### config.mk
export PLATFORM = sky130hd
export DESIGN_NAME = serial_sub8
export DESIGN_NICKNAME = d
export VERILOG_FILES = /design/src/rtl/serial_sub8.sv
export SDC_FILE = /design/constraint.sdc
export NUM_CORES = 1
export LEC_CHECK = 0
export CAP_MARGIN = 20
export CORE_MARGIN = 2
export CORE_UTILIZATION = 49
export CTS_BUF_LIST = sky130_fd_sc_hd__clkbuf_4 sky130_fd_sc_hd__clkbuf_8 sky130_fd_sc_hd__clkbuf_16
export DETAILED_ROUTE_END_ITERATION = 10
export GPL_ROUTABILITY_DRIVEN = 0
export PLACE_DENSITY = 0.84
export SLEW_MARGIN = 0
export SYNTH_ARGS = -nofsm -noshare
export SYNTH_HDL_FRONTEND = slang
export SYNTH_SLANG_ARGS = --single-unit
### constraint.sdc
create_clock -name clk -period 1.7 [get_ports clk]
set_input_delay 0.17 -clock clk [delete_from_list [all_inputs] [get_ports clk]]
set_output_delay 0.17 -clock clk [all_outputs]
set_load 0.05 [all_outputs]
### src/rtl/serial_sub8.sv
// Bit-serial subtractor: A - B - Bin, LSB first, through one full-adder cell
// fed with ~B and a registered carry (carry = ~borrow).
module serial_sub8 #(
  parameter int WIDTH = 8
) (
  input  logic             clk,
  input  logic             reset,
  input  logic             start,
  input  logic [WIDTH-1:0] a,
  input  logic [WIDTH-1:0] b,
  input  logic             bin,
  output logic             busy,
  output logic             done,
  output logic [WIDTH-1:0] diff,
  output logic             bout,
  output logic             ovf,
  output logic [WIDTH:0]   result
);

  localparam int CW = $clog2(WIDTH + 1);

  typedef enum logic [1:0] {IDLE, SHIFT, DONE} state_t;

  state_t           state_q;
  logic [WIDTH-1:0] a_sh_q, b_sh_q, d_sh_q;
  logic [CW-1:0]    cnt_q;
  logic             c_q;
  logic             a_msb_q, b_msb_q;
  logic             busy_q, done_q, bout_q, ovf_q;
  logic [WIDTH-1:0] diff_q;

  logic             nb0, s_d, c_d, last;
  logic [WIDTH-1:0] d_sh_d;

  assign nb0    = ~b_sh_q[0];
  assign s_d    = a_sh_q[0] ^ nb0 ^ c_q;
  assign c_d    = (a_sh_q[0] & nb0) | (a_sh_q[0] & c_q) | (nb0 & c_q);
  assign d_sh_d = {s_d, d_sh_q[WIDTH-1:1]};
  assign last   = (cnt_q == CW'(WIDTH - 1));

  always_ff @(posedge clk) begin
    if (reset) begin
      state_q <= IDLE;
      a_sh_q  <= '0;
      b_sh_q  <= '0;
      d_sh_q  <= '0;
      cnt_q   <= '0;
      c_q     <= 1'b0;
      a_msb_q <= 1'b0;
      b_msb_q <= 1'b0;
      busy_q  <= 1'b0;
      done_q  <= 1'b0;
      diff_q  <= '0;
      bout_q  <= 1'b0;
      ovf_q   <= 1'b0;
    end else begin
      case (state_q)
        SHIFT: begin
          a_sh_q <= a_sh_q >> 1;
          b_sh_q <= b_sh_q >> 1;
          d_sh_q <= d_sh_d;
          c_q    <= c_d;
          cnt_q  <= cnt_q + CW'(1);
          if (last) begin
            state_q <= DONE;
            busy_q  <= 1'b0;
            done_q  <= 1'b1;
            diff_q  <= d_sh_d;
            bout_q  <= ~c_d;
            // s_d is the MSB of the final difference
            ovf_q   <= (a_msb_q != b_msb_q) && (s_d != a_msb_q);
          end
        end
        default: begin
          done_q <= 1'b0;
          if (start) begin
            state_q <= SHIFT;
            busy_q  <= 1'b1;
            a_sh_q  <= a;
            b_sh_q  <= b;
            d_sh_q  <= '0;
            c_q     <= ~bin;
            cnt_q   <= '0;
            a_msb_q <= a[WIDTH-1];
            b_msb_q <= b[WIDTH-1];
          end else begin
            state_q <= IDLE;
            busy_q  <= 1'b0;
          end
        end
      endcase
    end
  end

  assign busy   = busy_q;
  assign done   = done_q;
  assign diff   = diff_q;
  assign bout   = bout_q;
  assign ovf    = ovf_q;
  assign result = {~bout_q, diff_q};

endmodule
==> implementation parameters <==
Parameter                              Value

Run status
  Run status    finished, final reports clean

Clock tree
  Inserted Clock Buffers    5
  Later-pin clock latency in the skew report    0.28 ns
  Hold-fix buffer count after cts    0
  Clock root buffer    clkbuf_8
  Number of H-tree levels    2
  CTS tree    yes
  Bufs on Longest Clock Path    2
  Count of clock tree sinks    43
  Post-CTS Repair Setup Buffers    0
  Worst-path clk slew    roughly 0.070 ns
  Quantity of gates resized following cts    0

Synthesis
  Multiplexer share of the synthesized area    0.0970
  Synthesized area divided by synthesized cell count    between 9 and 10 µm²
  Xor/xnor share of the synthesized area    0
  Async set-reset flop share out of synthesis    0
  Total nets after synthesis    approximately 210
  Most used standard cell by instance count after synthesis    dfxtp_1
  Share of the synthesized area in compound gates (AO/OA/AOI/OAI)    0.179
  Cells after synthesis    ~190
  Synth Area in Simple Gates    0.135
  Dominant synthesized flop cell    dfxtp_1
  Yosys synthesis warning count    0
  Post-Syn Area    0.00181 mm²
  EDFF count, synth    0
  Portion of synthesized cell area occupied by the leading cell type    0.477
  Largest cells by area after synthesis    dfxtp_1, mux2i_1, a211oi_1
  Largest family of logic cells by synthesized area    compound AO/OA/AOI/OAI gates
  Number of different library cells in the post-synthesis netlist    30
  Flip-flop and latch count after synthesis    between 40 and 50
  Part of the Yosys area used for sequential elements    0.477
  Dominant cell type by area after synthesis    dfxtp_1
  Area share of fa/ha/maj cells after synthesis    0.0180
  Top cell types by occurrence after synthesis    dfxtp_1, mux2i_1, a211oi_1, nand3_1, nor2_1

Detailed routing
  Final routed wire length divided by cell count    12.4 µm
  Antenna-violating nets left    0
  Initial drt markers    100
  Length of the first detailed-routing pass in iterations    4
  Average via count per standard cell    5.30
  Count of vias placed by the detailed router    about 1400
  Number of DRC violations after detailed routing    0
  Total wirelength of the detailed-routed design    3.28 mm

Layout
  Synth-to-Final Area Change    26.6%
  Register Area    between 800 and 900 µm²
  Filler Cells Inserted    between 200 and 300
  Util after Layout    0.634
  Combined area of the multi-input logic cells    ~780 µm²
  Final instance area    ~0.0023 mm²
  Final Net Count    238
  Share of final-layout standard cells stronger than drive strength 1    0.0968
  Number of diodes    0
  Layout Cells excl Fill    approximately 270

Worst setup path
  Worst EP required    approximately 1.5 ns
  Classification of the worst setup path    reg2out
  Worst path top cell family by delay    buffers and inverters
  Cells on worst reg2reg path    4
  Number of logic stages on the critical path including buffering    1
  Peak per-stage delay on the critical path    approximately 0.8 ns
  Nature of the critical path endpoint    output port
  CP Launch Type    flip-flop
  Max FO, Critical Path    3
  Master of the slowest instance on the critical path    clkdlybuf4s50_1
  Cell Chain, Critical Path    clkdlybuf4s50_1
  Critical path buffer and inverter count    1
  Data arrival time of the worst path    between 1 and 1.5 ns

Timing
  Setup repair after global routing missed its margin    no
  Worst-Margin Slew    about 0.5 ns
  Smallest setup slack after layout    roughly 0.064 ns
  Final min period    about 1.6 ns
  Worst hold margin    0.475 ns
  Endpoints failing setup    0
  Number of hold-slack violations in the final timing report    0
  Total count of max-transition violations in the final report    0
  Final worst clock skew    0.00509 ns
  Setup total negative slack    0 ns
  Part of the cycle the worst path needs    0.962
  Relative slew slack    0.658
  Achievable frequency    0.611 GHz

Global routing
  Via count of the first global-routing pass    approximately 1300
  Wire length of the first global-routing pass    slightly below 6 mm
  Global-route usage over all layers    0.174
  Initial antenna violation count    0
  GRT Residual Overflow    0
  Pin count of the biggest net entering global routing    35

Floorplanning
  Core area    between 0.003 and 0.004 mm²
  Area of the die    approximately 0.0042 mm²
  Height of the die    64.7 µm
  Number of placement rows    22
  Chip Width    ~65 µm
  I/O pin total    ~40
  Effective utilization at floorplan    0.501

Placed design
  Detailed Place HPWL    2.29 mm
  Port buffer count    40
  Post-place setup slack    ~0.25 ns
  Post-DP Area    approximately 0.0022 mm²
  Number of placed cells counting well taps    ~260

Power
  Power density relative to cell area    between 800 and 900 mW/mm²
  Worst VDD drop    529 µV
  Static Leak    0.874 nW
  Post-layout power    ~2 mW

Flow run
  Max-cap violations    0

Worst hold path
  Tightest Hold Check Type    reg2reg
  Hold path depth    2
state kept, by name, indices dropped and copies added, names as in the netlist:
register / flops
b_msb_q: 1
cnt_q: 4
state_q: 2
d_sh_q: 7
ovf: 1
diff: 8
c_q: 1
a_sh_q: 8
a_msb_q: 1
done: 1
bout: 1
b_sh_q: 8
cell usage in the layout (no fill, tap or decap), drive strengths merged:
master and count:
a31oi 1, o31a 1, clkbuf 8, a22o 10, nor2 14, a31o 1, nand2b 4, or3 1
ha 1, nor3 2, a21boi 1, nor4 1, clkdlybuf4s50 39, buf 8, fa 1, dfxtp 43
o211ai 1, nor2b 1, nand3b 1, a21oi 13, mux2 1, nand3 14, a211oi 15, inv 6
nand2 10, o21ai 3, mux2i 16
routing by layer:
metal | global-route usage | vias to the layer above | wire length, µm
met5 | 0 | - | 0
met4 | 0.0612 | 0 | 26
met3 | 0.0365 | 2 | 114
met2 | 0.282 | 31 | 1550
met1 | 0.228 | 662 | 1590
li1 | - | 710 | -
logic make-up after synthesis:
| kind of cell | Yosys count |
|---|---|
| mux | 17 |
| fa+ha+maj | 2 |
| simple gates | 48 |
| buf+inv | 29 |
| compound gates | 46 |
| flops | 43 |
cell type report:
| type | count | area share |
|---|---|---|
| Clock buffer | 8 | 0.0454 |
| Inverter | 6 | 0.00985 |
| Multi-Input combinational cell | 113 | 0.339 |
| Sequential cell | 43 | 0.377 |
| Tap cell | 48 | 0.0263 |
| Timing Repair Buffer | 47 | 0.203 |
power breakdown:
group / switching (mW) / total, mW / internal (mW)
Clock: 0.305 / 0.691 / 0.386
Sequential: 0.0256 / 1.08 / 1.05
Combinational: 0.121 / 0.237 / 0.116
worst paths after layout:
path,startpoint,to,slack (ns)
min,d_sh_q[4]$_SDFFE_PP0P_,d_sh_q[3]$_SDFFE_PP0P_,0.48
max reg2reg,cnt_q[0]$_SDFFE_PP0P_,ovf$_SDFFE_PP0P_,0.23
min reg2reg,d_sh_q[4]$_SDFFE_PP0P_,d_sh_q[3]$_SDFFE_PP0P_,0.48
max,diff[2]$_SDFFE_PP0P_,diff[2],0.06
Power figures use the tool's default switching activity.
